File: config.mk
export PLATFORM = sky130hd
export DESIGN_NAME = factorial_ctrl
export DESIGN_NICKNAME = d
export VERILOG_FILES = /design/src/rtl/factorial_ctrl.sv
export SDC_FILE = /design/constraint.sdc
export NUM_CORES = 1
export LEC_CHECK = 0
export BUFFER_PORTS_ARGS = -buffer_cell sky130_fd_sc_hd__buf_4
export CORE_MARGIN = 2
export CORE_UTILIZATION = 42
export CTS_CLUSTER_SIZE = 8
export DETAILED_ROUTE_END_ITERATION = 16
export PLACE_DENSITY_LB_ADDON = 0.2
export SYNTH_ARGS = -nofsm -noshare
export SYNTH_HDL_FRONTEND = slang
export SYNTH_SLANG_ARGS = --single-unit
File: constraint.sdc
create_clock -name clk -period 2.1 [get_ports clk]
set_clock_uncertainty 0.1 [all_clocks]
set_input_delay 0.105 -clock clk [delete_from_list [all_inputs] [get_ports clk]]
set_output_delay 0.105 -clock clk [all_outputs]
set_load 0.02 [all_outputs]
File: src/rtl/factorial_ctrl.sv
// factorial_ctrl: control FSM sequencing a register-file datapath to form N!.
// Ports: clk/rst (sync, active-high), start/abort/n_in/sum in; enables, selects, data_in2, busy/done/ovf out.
module factorial_ctrl #(
  parameter int DW    = 16,
  parameter int OVF_N = 8
) (
  input  logic          clk,
  input  logic          rst,
  input  logic          start,
  input  logic          abort,
  input  logic [DW-1:0] n_in,
  input  logic [DW-1:0] sum,
  output logic          we1,
  output logic          we2,
  output logic          wa1,
  output logic [1:0]    wa2,
  output logic          rea1,
  output logic          rea2,
  output logic [1:0]    sel_mux1,
  output logic [1:0]    sel_mux2,
  output logic [DW-1:0] data_in2,
  output logic          busy,
  output logic          done,
  output logic          ovf
);

  typedef enum logic [2:0] {
    IDLE  = 3'd0,
    INIT  = 3'd1,
    CHECK = 3'd2,
    MULT  = 3'd3,
    DEC   = 3'd4,
    FIN   = 3'd5
  } state_t;

  state_t state, state_nx;

  logic accept;
  assign accept = (state == IDLE) && start;

  // sum is count-1: zero means count==1, all-ones means count==0
  logic last;
  assign last = (sum == '0) || (sum == '1);

  always_ff @(posedge clk) begin
    if (rst) begin
      state    <= IDLE;
      data_in2 <= '0;
      ovf      <= 1'b0;
    end else begin
      state <= state_nx;
      if (accept) begin
        data_in2 <= n_in;
        ovf      <= (n_in > DW'(OVF_N));
      end
    end
  end

  always_comb begin
    state_nx = state;
    unique case (state)
      IDLE:    state_nx = start ? INIT : IDLE;
      INIT:    state_nx = CHECK;
      CHECK:   state_nx = last ? FIN : MULT;
      MULT:    state_nx = DEC;
      DEC:     state_nx = CHECK;
      FIN:     state_nx = IDLE;
      default: state_nx = IDLE;
    endcase
    // abort beats every transition except from IDLE
    if (abort && state != IDLE) state_nx = IDLE;
  end

  always_comb begin
    we1      = 1'b0;
    we2      = 1'b0;
    wa1      = 1'b0;
    wa2      = 2'b00;
    rea1     = 1'b0;
    rea2     = 1'b0;
    sel_mux1 = 2'd0;
    sel_mux2 = 2'd0;
    done     = 1'b0;
    busy     = (state != IDLE);
    unique case (state)
      INIT: begin
        we1      = 1'b1;
        sel_mux1 = 2'd2;
        we2      = 1'b1;
        wa2      = 2'b01;
        sel_mux2 = 2'd0;
      end
      CHECK: begin
        rea1 = 1'b1;
        rea2 = 1'b1;
      end
      MULT: begin
        rea1     = 1'b1;
        rea2     = 1'b1;
        we1      = 1'b1;
        sel_mux1 = 2'd1;
      end
      DEC: begin
        rea2     = 1'b1;
        we2      = 1'b1;
        wa2      = 2'b01;
        sel_mux2 = 2'd1;
      end
      FIN: begin
        done = 1'b1;
        rea1 = 1'b1;
      end
      default: ;
    endcase
  end

endmodule

## Yosys cells after proc, flatten, opt, wreduce, memory -nomap -nowiden

Cells that the tools add are included.

- Reductions and logical operators: 11
- Equality and inequality tests: 6
- Muxes and demuxes: 11
- Magnitude comparators: 1

Operator list:

| kind | count |
|---|---|
| 16-bit equality test (second input constant) | 1 |
| 16-bit by 4-bit greater-than comparator with 1-bit output (second input constant) | 1 |
| 16-bit logical NOT | 1 |
| 3-bit one-hot mux with 4 select lines | 1 |
| 1-bit two-way mux | 8 |
| 3-bit by 2-bit equality test with 1-bit output (second input constant) | 2 |
| 3-bit equality test (second input constant) | 2 |
| 2-bit OR reduction | 3 |
| 3-bit OR reduction | 2 |
| 2-bit one-hot mux with 2 select lines | 1 |
| 3-bit by 1-bit equality test with 1-bit output (second input constant) | 1 |
| 3-bit logical NOT | 1 |
| 3-bit two-way mux | 1 |
| 3-bit nonzero test | 1 |
| 1-bit logical AND | 2 |
| 1-bit logical OR | 1 |

- Input bits: 36
- Logic and storage cells: 32
- Flip-flop bits (word level): 20
- Output and inout bits: 30

## Depth between registers and ports, before layout

Gate-level depths: netlist of the first run.

- Depth in word-level cells: 4
- Gate-level depth with buffers: 7
- Depth with buffers taken out: 4

## Worst setup path before layout of the first run

OpenSTA, ideal clock, no wires.

- Kind: reg2out
- Start point: register state[2]
- End point: output wa2[0]
- Arrival time: 1,550 ps
- Data required time: 1,895 ps
- Stages on the path, launching flop included: 5
- Buffers on the path: 1
- Path slack: 345 ps
- Cells stage by stage: dfxtp_1 nor3b_1 nor2_1 inv_1 buf_4

- Word-level cells in the longest chain between the ends: 3
- Elaborated cells on any way between the ends: 4
- Classes of those cells: eq/ne (2); mux (1); reduce/logical (1)

RTL lines:

| item | RTL line | source |
|---|---|---|
| start, declared | 36 | `state_t state, state_nx;` |
| start signal, assigned | 51 | `state <= state_nx;` |
| 3-bit equality test or 3-bit by 1-bit equality test with 1-bit output (tied branches) | 85 | `unique case (state)` |
| 2-bit OR reduction (no line) * | n/a |  |
| 1-bit two-way mux * | 85 |  |
| end, declared | 16 | `output logic [1:0] wa2,` |

Every way passes the cells marked *; elsewhere a longest branch is shown, timed or not.

## Worst setup path in the final report of the first run

- Start point: register state[2]
- End point: register data_in2[8]

- Word-level cells in the longest chain between the ends: 2

RTL lines:

| item | RTL line | source |
|---|---|---|
| 3-bit logical NOT | 39 | `assign accept = (state == IDLE) && start;` |
| 1-bit logical AND | 39 |  |
| end signal, assigned | 53 | `data_in2 <= n_in;` |
| end, declared | 21 | `output logic [DW-1:0] data_in2,` |

No other way between the ends.
A chain may end at the register's enable or synchronous reset.

==> results of run 1 <==
-- logic make-up after synthesis --
kind of cell	share of synthesized area [%]
flops	43.6
simple gates	35.3
compound gates	12.7
other cells	0.408
buf+inv	8.04
-- per-layer routing --
metal / track usage [%] / vias up / wire, um
met3: 4.76 / 6 / 209
met4: 5.86 / 0 / 65
met1: 26.3 / 526 / 1110
met5: 0 / - / 0
met2: 43.6 / 64 / 1530
li1: - / 567 / -
-- through the flow --
stage	hold slack [ns]	power, mW	setup slack, ns
CTS	0.00619	1.46	0.436
finish	0.0135	1.46	0.438
global placement	0.260	1.20	0.611
floorplan	0.141	0.949	0.345
detailed placement	0.270	1.22	0.549
global route	0.0142	1.55	0.310
-- synthesized netlist by cell type, types with 2 or more instances --
master / n / share of area (%)
nand2b_1: 3 / 2.0
nor2_1: 7 / 2.9
nor4_1: 8 / 5.4
clkbuf_1: 2 / 0.82
buf_2: 2 / 1.1
a21oi_1: 18 / 9.8
inv_1: 3 / 1.2
nand4_1: 6 / 4.1
and2_1: 2 / 1.4
nor3_1: 2 / 1.1
dfxtp_1: 20 / 44
buf_4: 6 / 4.9
nand2_1: 33 / 13
o21ai_0: 2 / 1.1
nor3b_1: 2 / 1.6
-- path summary, 6_finish.rpt --
check                                 from                        end  cells past startpoint
setup reg to reg       state[2]$_SDFF_PP0_   data_in2[8]$_SDFFE_PP0N_                      4
hold reg to reg   data_in2[5]$_SDFFE_PP0N_   data_in2[5]$_SDFFE_PP0N_                      2
setup / recovery       state[2]$_SDFF_PP0_   data_in2[8]$_SDFFE_PP0N_                      4
hold / removal                         rst  data_in2[15]$_SDFFE_PP0N_                      2
-- layout make-up --
cell class | count | area, um^2 | area share (%)
timing repair buffer | 79 | 636 | 40.5
multi-input combinational | 91 | 452 | 28.8
sequential | 20 | 400 | 25.5
clock buffer | 4 | 36.3 | 2.31
tap | 27 | 33.8 | 2.15
inverter | 3 | 11.3 | 0.718
-- flip-flops by register name, indices dropped and copies added, names as in the netlist --
signal / count
data_in2: 16
state: 3
ovf: 1
-- power groups by stage --
stage / Combinational (mW) / Sequential, mW / Clock, mW
after detailed placement: 0.684 / 0.534 / 0
after global placement: 0.671 / 0.530 / 0
after global routing: 0.774 / 0.541 / 0.235
after CTS: 0.709 / 0.526 / 0.221
final: 0.714 / 0.529 / 0.222
after floorplan: 0.352 / 0.597 / 0
==> impl_metrics.ini, run 1 <==
[outcome]
run_status = finished clean

[worst_setup_path]
path_cells = nor3_2, and2_1, nand2_1, a21oi_1
critPathBufInv = 0
timing.critical_path.to_type = register
worst_ep_required_time_ns = 2.22
regToRegSetupSlack_ns = 0.44
crit_path_max_incr_delay_ns = 0.51
timing.critical_path.from_type = register
cell_with_the_largest_stage_delay_on_the_worst_path = and2_1
critPathKind = register to register
worst_path_dominant_cell_family = simple AND/OR/NAND/NOR gates
critical_path_peak_fanout = 17
worst_ep_arrival_time_ns = 1.78

[power]
power.clock.fraction_pct = 15.1
power.switching_fraction_pct = 40.7
comb_power_share_pct = 48.7
power_leakage_nw = 0.717
intPower_mw = 0.868
p_switching_mw = 0.596
power.share.sequential_pct = 36.1
vdd.ir_drop.worst_uv = 581
power-per-cell-area_mw_per_mm2 = 933

[global_route]
antenna_found_initial = 0
pin_count_of_the_biggest_net_entering_global_routing = 20
grt_pass1_vias = 1077
grt.total_usage_pct = 23.2
grt_first_pass_wirelength_um = 4600
grt-ovfl-total = 0

[drt]
post_drt_wl_per_cell_um = 13.0
antenna_violating_nets_post_route = 0
drt_iter0_markers = 32
dr_total_vias = 1163
drc = 0
post_drt_via_cell_ratio = 5.19
drt_pass1_iterations = 4
wirelength_um = 2910

[timing]
final_min_period_over_clock_period_pct = 79.1
worstMarginPinSlew_ns = 0.559
max-slew-margin-rel_pct = 62.6
setup_viol = 0
max_freq_mhz = 602
rsz0062_at_grt = no
tns_ns = 0
final_hold_viol_count = 0
drv_slew = 0
minimum_clock_period_after_layout_ns = 1.66

[clocking]
clock_tree.buffer_depth = 2
cts_buffers = 3
tritoncts = built
cts_setup_buffers = 0
clk_pin_slew_worst_paths_ns = 0.11
ctsHoldBuffers = 17
cts.sinks = 20
buffer_cell_driving_the_clock_tree_root = clkbuf_4
ctsResizeCount = 0
h_tree_lvls = 1
worst_skew_pair.late_latency_ns = 0.29

[logic_synthesis]
post_synthesis_instance_total = 122
ys_ff_latch = 20
async_reset_ff_share_pct = 0
yosysWarnings = 0
sequential_share_of_the_synthesized_area_pct = 43.6
most_used_flip_flop_cell_after_synthesis = dfxtp_1
synth_area_per_cell_um2 = 7.53
netlist_area_um2 = 918
synth_enable_flop_cells = 0
synth_cell_types = 21

[cells_and_area]
layout-area-overhead-vs-synth_pct = 70.8
post-route-util_pct = 77.6
drive_gt1_share_pct = 34.5
layoutNonFillerInstCount = 224
antenna_cells = 0
num-nets-final = 234
most_common_library_cell_in_the_layout_ignoring_fill_and_taps = buf_4
layout_common_cells = buf_4, nand2_1, dfxtp_1
design_area_mm2 = 0.00157
n_fill_cell = 139

[die]
core.rowCount = 16
core_area_mm2 = 0.00202
die_x_um = 50.8
initial_core_util_pct = 45.4
design.die.area_mm2 = 0.00258
die_h_um = 50.8
top_level_ports = 66

[placement]
dpl.hpwl_um = 1980
port_buffers = 62
gpl.final_weighted_congestion = 0.702
placement.cell_area_mm2 = 0.00136
dpl.cell_count = 203

[hold_path]
hold_class = primary input to register

[job]
maxCapViolations = 0
Power figures use the tool's default switching activity.
==> run 2: changes to the inputs <==
--- a/config.mk
+++ b/config.mk
@@ -5,6 +5,7 @@
 export SDC_FILE = /design/constraint.sdc
 export NUM_CORES = 1
 export LEC_CHECK = 0
+export ABC_AREA = 1
 export BUFFER_PORTS_ARGS = -buffer_cell sky130_fd_sc_hd__buf_4
 export CORE_MARGIN = 2
 export CORE_UTILIZATION = 42
==> constraint.sdc (replaced) <==
create_clock -name clk -period 1.6 [get_ports clk]
set_clock_uncertainty 0.1 [all_clocks]
set_input_delay 0.08 -clock clk [delete_from_list [all_inputs] [get_ports clk]]
set_output_delay 0.08 -clock clk [all_outputs]
set_load 0.02 [all_outputs]
==> impl_metrics.ini, run 2 <==
[drt]
wirelength_um = 2830
post_drt_via_cell_ratio = 4.65
drt_pass1_iterations = 4
drc = 0
dr_total_vias = 1238
post_drt_wl_per_cell_um = 10.6
antenna_violating_nets_post_route = 0
drt_iter0_markers = 32

[logic_synthesis]
synth_cell_types = 24
synth_top_cell_area_share_pct = 37.3
async_reset_ff_share_pct = 0
sequential_share_of_the_synthesized_area_pct = 37.3
synthTopCellsByCount = nand2_1, nor2_1, dfxtp_1, inv_1
synthDominantAreaCellType = dfxtp_1
ys_ff_latch = 20
yosysWarnings = 0
synth_area_per_cell_um2 = 6.84
most_used_flip_flop_cell_after_synthesis = dfxtp_1
netlist_area_mm2 = 0.00107
synthTopCellsByArea = dfxtp_1, nand2_1, nor2_1
synthMostInstantiatedCell = nand2_1
synth_enable_flop_cells = 0
post_synthesis_instance_total = 157

[power]
power_leakage_nw = 0.871
vdd.ir_drop.worst_uv = 782
power-per-cell-area_mw_per_mm2 = 896

[worst_setup_path]
worst_ep_arrival_time_ns = 1.27
timing.critical_path.from_type = register
timing.critical_path.to_type = output port
path_cells = nor2_4, nand2_1, o21ai_2, buf_4
crit-reg2reg-launch = state[1]$_SDFF_PP0_
crit_path_max_incr_delay_ns = 0.40
cell_with_the_largest_stage_delay_on_the_worst_path = dfxtp_1
critPathBufInv = 1
critical_path_peak_fanout = 5
worst_path_dominant_cell_family = flip-flops
worst_ep_required_time_ns = 1.42
critPathLaunch = state[1]$_SDFF_PP0_
critPathKind = register to output port

[clocking]
cts_buffers = 3
clock_tree.buffer_depth = 2
tritoncts = built
clk_pin_slew_worst_paths_ns = 0.12
buffer_cell_driving_the_clock_tree_root = clkbuf_4
worst_skew_pair.late_latency_ns = 0.31
h_tree_lvls = 1
cts.sinks = 20

[cells_and_area]
layout-area-overhead-vs-synth_pct = 64.6
design_area_mm2 = 0.00177
largest_register = data_in2
num-nets-final = 273
multi_input_comb_area_um2 = 562
drive_gt1_share_pct = 38.6
n_fill_cell = 220
max_ffs_per_register = 16
layout_common_cells = buf_4, nand2_1, nor2_1
antenna_cells = 0
layout_top_registers = data_in2 (16), state (3), ovf (1)
seq_area_um2 = 400
most_common_library_cell_in_the_layout_ignoring_fill_and_taps = buf_4

[timing]
drv_slew = 0
setup_viol = 0
final_min_period_over_clock_period_pct = 90.5
max_freq_mhz = 691
rsz0062_at_grt = no
final_hold_viol_count = 0
tns_ns = 0
minimum_clock_period_after_layout_ns = 1.45

[placement]
gpl.final_weighted_congestion = 0.727
placement.cell_area_mm2 = 0.00153
port_buffers = 62
dpl.hpwl_um = 2030

[die]
design.die.area_mm2 = 0.00298
die_x_um = 54.6
top_level_ports = 66
core_area_mm2 = 0.00245
core.rowCount = 18
die_h_um = 54.6
initial_core_util_pct = 43.7

[hold_path]
hold_class = primary input to register
worst_hold_startpoint = start

[global_route]
grt.total_usage_pct = 20.7
pin_count_of_the_biggest_net_entering_global_routing = 20
grt_first_pass_wirelength_um = 4440
antenna_found_initial = 0
grt_pass1_vias = 1111
grt-ovfl-total = 0

[job]
maxCapViolations = 0

[outcome]
run_status = finished clean
## run 2: cell families (layout without fill, tap and decap cells)
| kind of cell | Yosys count | count (layout) | share of synthesized area, % |
|---|---|---|---|
| buf+inv | 23 | 100 | 11.9 |
| simple gates | 92 | 92 | 37.1 |
| other cells | 1 | 3 | 0.349 |
| flops | 20 | 20 | 37.3 |
| compound gates | 21 | 21 | 13.4 |
## run 2: final cells by class
type / instances / area share [%]
timing repair buffer: 81 / 37.0
multi-input combinational: 116 / 31.8
sequential: 20 / 22.7
inverter: 15 / 3.47
tap: 30 / 2.12
clock inverter: 1 / 1.70
clock buffer: 3 / 1.27
## run 2: power breakdown
group	switching, mW	total, mW	internal, mW
clock network	0.164	0.417	0.254
registers	0.0351	0.584	0.549
logic	0.321	0.581	0.260
## run 2: final timing paths
check / end / slack [ns] / cells after the start
worst max-delay path: wa2[0] / 0.15 / 4
worst min-delay path: data_in2[11]$_SDFFE_PP0N_ / 0.09 / 5
worst max register to register: data_in2[6]$_SDFFE_PP0N_ / 0.32 / 5
worst min register to register: data_in2[4]$_SDFFE_PP0N_ / 0.37 / 2
## run 2: per-stage QoR
stage	utilization (%)	hold slack (ns)	instances	power [mW]	setup WS (ns)
3_5_place_dp	62.1	0.250	244	1.14	0.383
4_1_cts	71.6	0.0864	266	1.59	0.0676
3_3_place_gp	62.1	0.246	244	1.13	0.426
5_1_grt	72.0	0.0984	266	1.67	0.0550
6_report	72.0	0.0914	266	1.58	0.153
2_1_floorplan	-	0.116	159	0.935	0.180
## run 2: per-layer routing
metal	routed length [um]	up-vias	track usage [%]
met4	34	0	7.50
li1	-	640	-
met5	0	-	0
met2	1510	41	38.2
met3	178	6	3.83
met1	1110	551	23.4
## run 2: worst reg2reg max path, stage by stage (launching register included)
cell and delay (ns):
dfxtp_1 0.48, nor2_4 0.08, nand3_4 0.09, buf_4 0.22, nand2_1 0.07, a21oi_1 0.16
## run 2: timing repair
item / in CTS / in global routing
endpoints found under the setup margin: 0 / 2
buffers inserted: 0 / 0
hold endpoints to repair: 19 / 0
gates resized for setup: 0 / 2
hold buffers: 18 / 0
==> run 3: changes to the inputs <==
--- a/config.mk
+++ b/config.mk
@@ -8,10 +8,10 @@
 export ABC_AREA = 1
 export BUFFER_PORTS_ARGS = -buffer_cell sky130_fd_sc_hd__buf_4
 export CORE_MARGIN = 2
-export CORE_UTILIZATION = 42
+export CORE_UTILIZATION = 45
 export CTS_CLUSTER_SIZE = 8
 export DETAILED_ROUTE_END_ITERATION = 16
-export PLACE_DENSITY_LB_ADDON = 0.2
+export PLACE_DENSITY = 0.94
 export SYNTH_ARGS = -nofsm -noshare
 export SYNTH_HDL_FRONTEND = slang
 export SYNTH_SLANG_ARGS = --single-unit
==> constraint.sdc (replaced) <==
create_clock -name clk -period 1.7 [get_ports clk]
set_clock_uncertainty 0.1 [all_clocks]
set_input_delay 0.085 -clock clk [delete_from_list [all_inputs] [get_ports clk]]
set_output_delay 0.085 -clock clk [all_outputs]
set_load 0.02 [all_outputs]
==> impl_metrics.ini, run 3 (same netlist as run 2, synthesis figures left out) <==
[hold_path]
timing.hold.worst_path_depth = 8
whs_endpoint = state[2]$_SDFF_PP0_
hold_class = primary input to register
worst_hold_startpoint = sum[1]

[clocking]
clk_pin_slew_worst_paths_ns = 0.12
cts.sinks = 20
cts_buffers = 3
buffer_cell_driving_the_clock_tree_root = clkbuf_4
tritoncts = built
h_tree_lvls = 1
cts_setup_buffers = 0
worst_skew_pair.late_latency_ns = 0.31
clock_tree.buffer_depth = 2

[cells_and_area]
antenna_cells = 0
seq_area_um2 = 400
drive_gt1_share_pct = 37.4
num-nets-final = 272
multi_input_comb_area_um2 = 553
most_common_library_cell_in_the_layout_ignoring_fill_and_taps = buf_4
layout_common_cells = buf_4, nand2_1, nor2_1
largest_register = data_in2
n_fill_cell = 140
layout_top_registers = data_in2 (16), state (3), ovf (1)
max_ffs_per_register = 16
layout-area-overhead-vs-synth_pct = 62.8

[placement]
gpl.final_weighted_congestion = 0.754
port_buffers = 62
dpl.hpwl_um = 2060

[worst_setup_path]
critPathKind = register to output port
timing.critical_path.from_type = register
path_cells = inv_1, nor3_1, inv_1, nand2_1, buf_4
timing.critical_path.to_type = output port
crit-reg2reg-launch = state[1]$_SDFF_PP0_
cell_with_the_largest_stage_delay_on_the_worst_path = dfxtp_1
timing.reg2reg.worst_path_depth = 6
regToRegSetupSlack_ns = 0.25
crit_path_max_incr_delay_ns = 0.42
crit-reg2reg-capture = ovf$_SDFFE_PP0N_
worst_ep_arrival_time_ns = 1.31
critical_path_peak_fanout = 4
worst_ep_required_time_ns = 1.51
path_common_cell = inv_1

[die]
die_h_um = 52.8
core.rowCount = 17
top_level_ports = 66
die_x_um = 52.8
core_area_mm2 = 0.00223
design.die.area_mm2 = 0.00279
initial_core_util_pct = 48.1

[global_route]
grt-ovfl-total = 0
groute.layer.met3.usage_pct = 2.29
grt_use_met1_pct = 30.2
grt_first_pass_wirelength_um = 5550
top_usage_layer = met2
grt_pass1_vias = 1257
grt_use_met2_pct = 50.6
antenna_found_initial = 0
grt.total_usage_pct = 27.5
pin_count_of_the_biggest_net_entering_global_routing = 20

[drt]
post_drt_wl_per_cell_um = 12.8
dr_total_vias = 1267
drc = 0
drt_iter0_markers = 15
drt_pass1_iterations = 4
wirelength_um = 3360
antenna_violating_nets_post_route = 0
post_drt_via_cell_ratio = 4.82

[power]
intPower_mw = 0.994
p_switching_mw = 0.517
vdd.ir_drop.worst_uv = 832
power.switching_fraction_pct = 34.2
power.clock.fraction_pct = 26.8
power_leakage_nw = 0.864
power-per-cell-area_mw_per_mm2 = 865
power.share.sequential_pct = 36.5
comb_power_share_pct = 36.7

[outcome]
run_status = finished clean

[timing]
setup_viol = 0
tns_ns = 0
final_hold_viol_count = 0
rsz0062_at_grt = no
minimum_clock_period_after_layout_ns = 1.50
final_min_period_over_clock_period_pct = 88.0
max_freq_mhz = 668
drv_slew = 0
hold_slack_ns = 0.127

[job]
maxCapViolations = 0
## run 3: cell count changes in the layout (fill, tap and decap cells not counted)
| cell | delta |
|---|---|
| buf_4 | -1 |
| nor3_1 | +1 |
| nor3_2 | -1 |
| o21ai_1 | +1 |
| o21ai_2 | -1 |
## run 3: layout make-up
cell class	instances	area share (%)
timing repair buffer	80	36.9
multi-input combinational	116	31.6
sequential	20	22.9
inverter	15	3.51
tap	28	2.00
clock inverter	1	1.72
clock buffer	3	1.29
## run 3: layer usage
layer	vias up	share of wire (%)
met4	0	3.9
met1	571	38
li1	635	-
met3	13	3.8
met5	-	0
met2	48	55
## run 3: worst max path at each step
stage / startpoint / endpoint / slack [ns] / cells after the start
5_1_grt: state[1]$_SDFF_PP0_ / we2 / 0.1 / 4
3_5_place_dp: state[0]$_SDFF_PP0_ / ovf$_SDFFE_PP0N_ / 0.31 / 6
2_1_floorplan: state[0]$_SDFF_PP0_ / rea1 / 0.28 / 4
3_3_place_gp: state[0]$_SDFF_PP0_ / ovf$_SDFFE_PP0N_ / 0.34 / 6
4_1_cts: state[0]$_SDFF_PP0_ / rea1 / 0.19 / 5
6_report: state[0]$_SDFF_PP0_ / rea1 / 0.20 / 5
## run 3: power by group through the flow
stage                     Sequential (mW)  Combinational, mW  Clock (mW)
after global placement              0.560              0.494           0
after detailed placement            0.560              0.505           0
after CTS                           0.550              0.543       0.401
final                               0.552              0.554       0.405
after global routing                0.557              0.597       0.424
after floorplan                     0.606              0.274           0
## run 3: stage by stage
stage                     utilization, %  area (um^2)  power (mW)  std cells  setup WS [ns]
final                               78.3         1750        1.51        263          0.204
after global routing                78.3         1750        1.58        263         0.0986
after CTS                           78.3         1750        1.49        263          0.195
after detailed placement            67.8         1520        1.06        241          0.310
after global placement              67.8         1520        1.05        241          0.344
after floorplan                        -         1080       0.880        159          0.275
## run 3: critical path, delay by kind of cell (launching register included)
family        cells  cell delay (ns)
simple gates      2             0.28
flops             1             0.42
buf+inv           3             0.30
## run 3: repair_timing
| action | 4_1_cts | 5_1_grt |
|---|---|---|
| hold endpoints to repair | 18 | 0 |
| resized for setup | 0 | 0 |
| endpoints found under the setup margin | 0 | 0 |
| hold buffers | 18 | 0 |
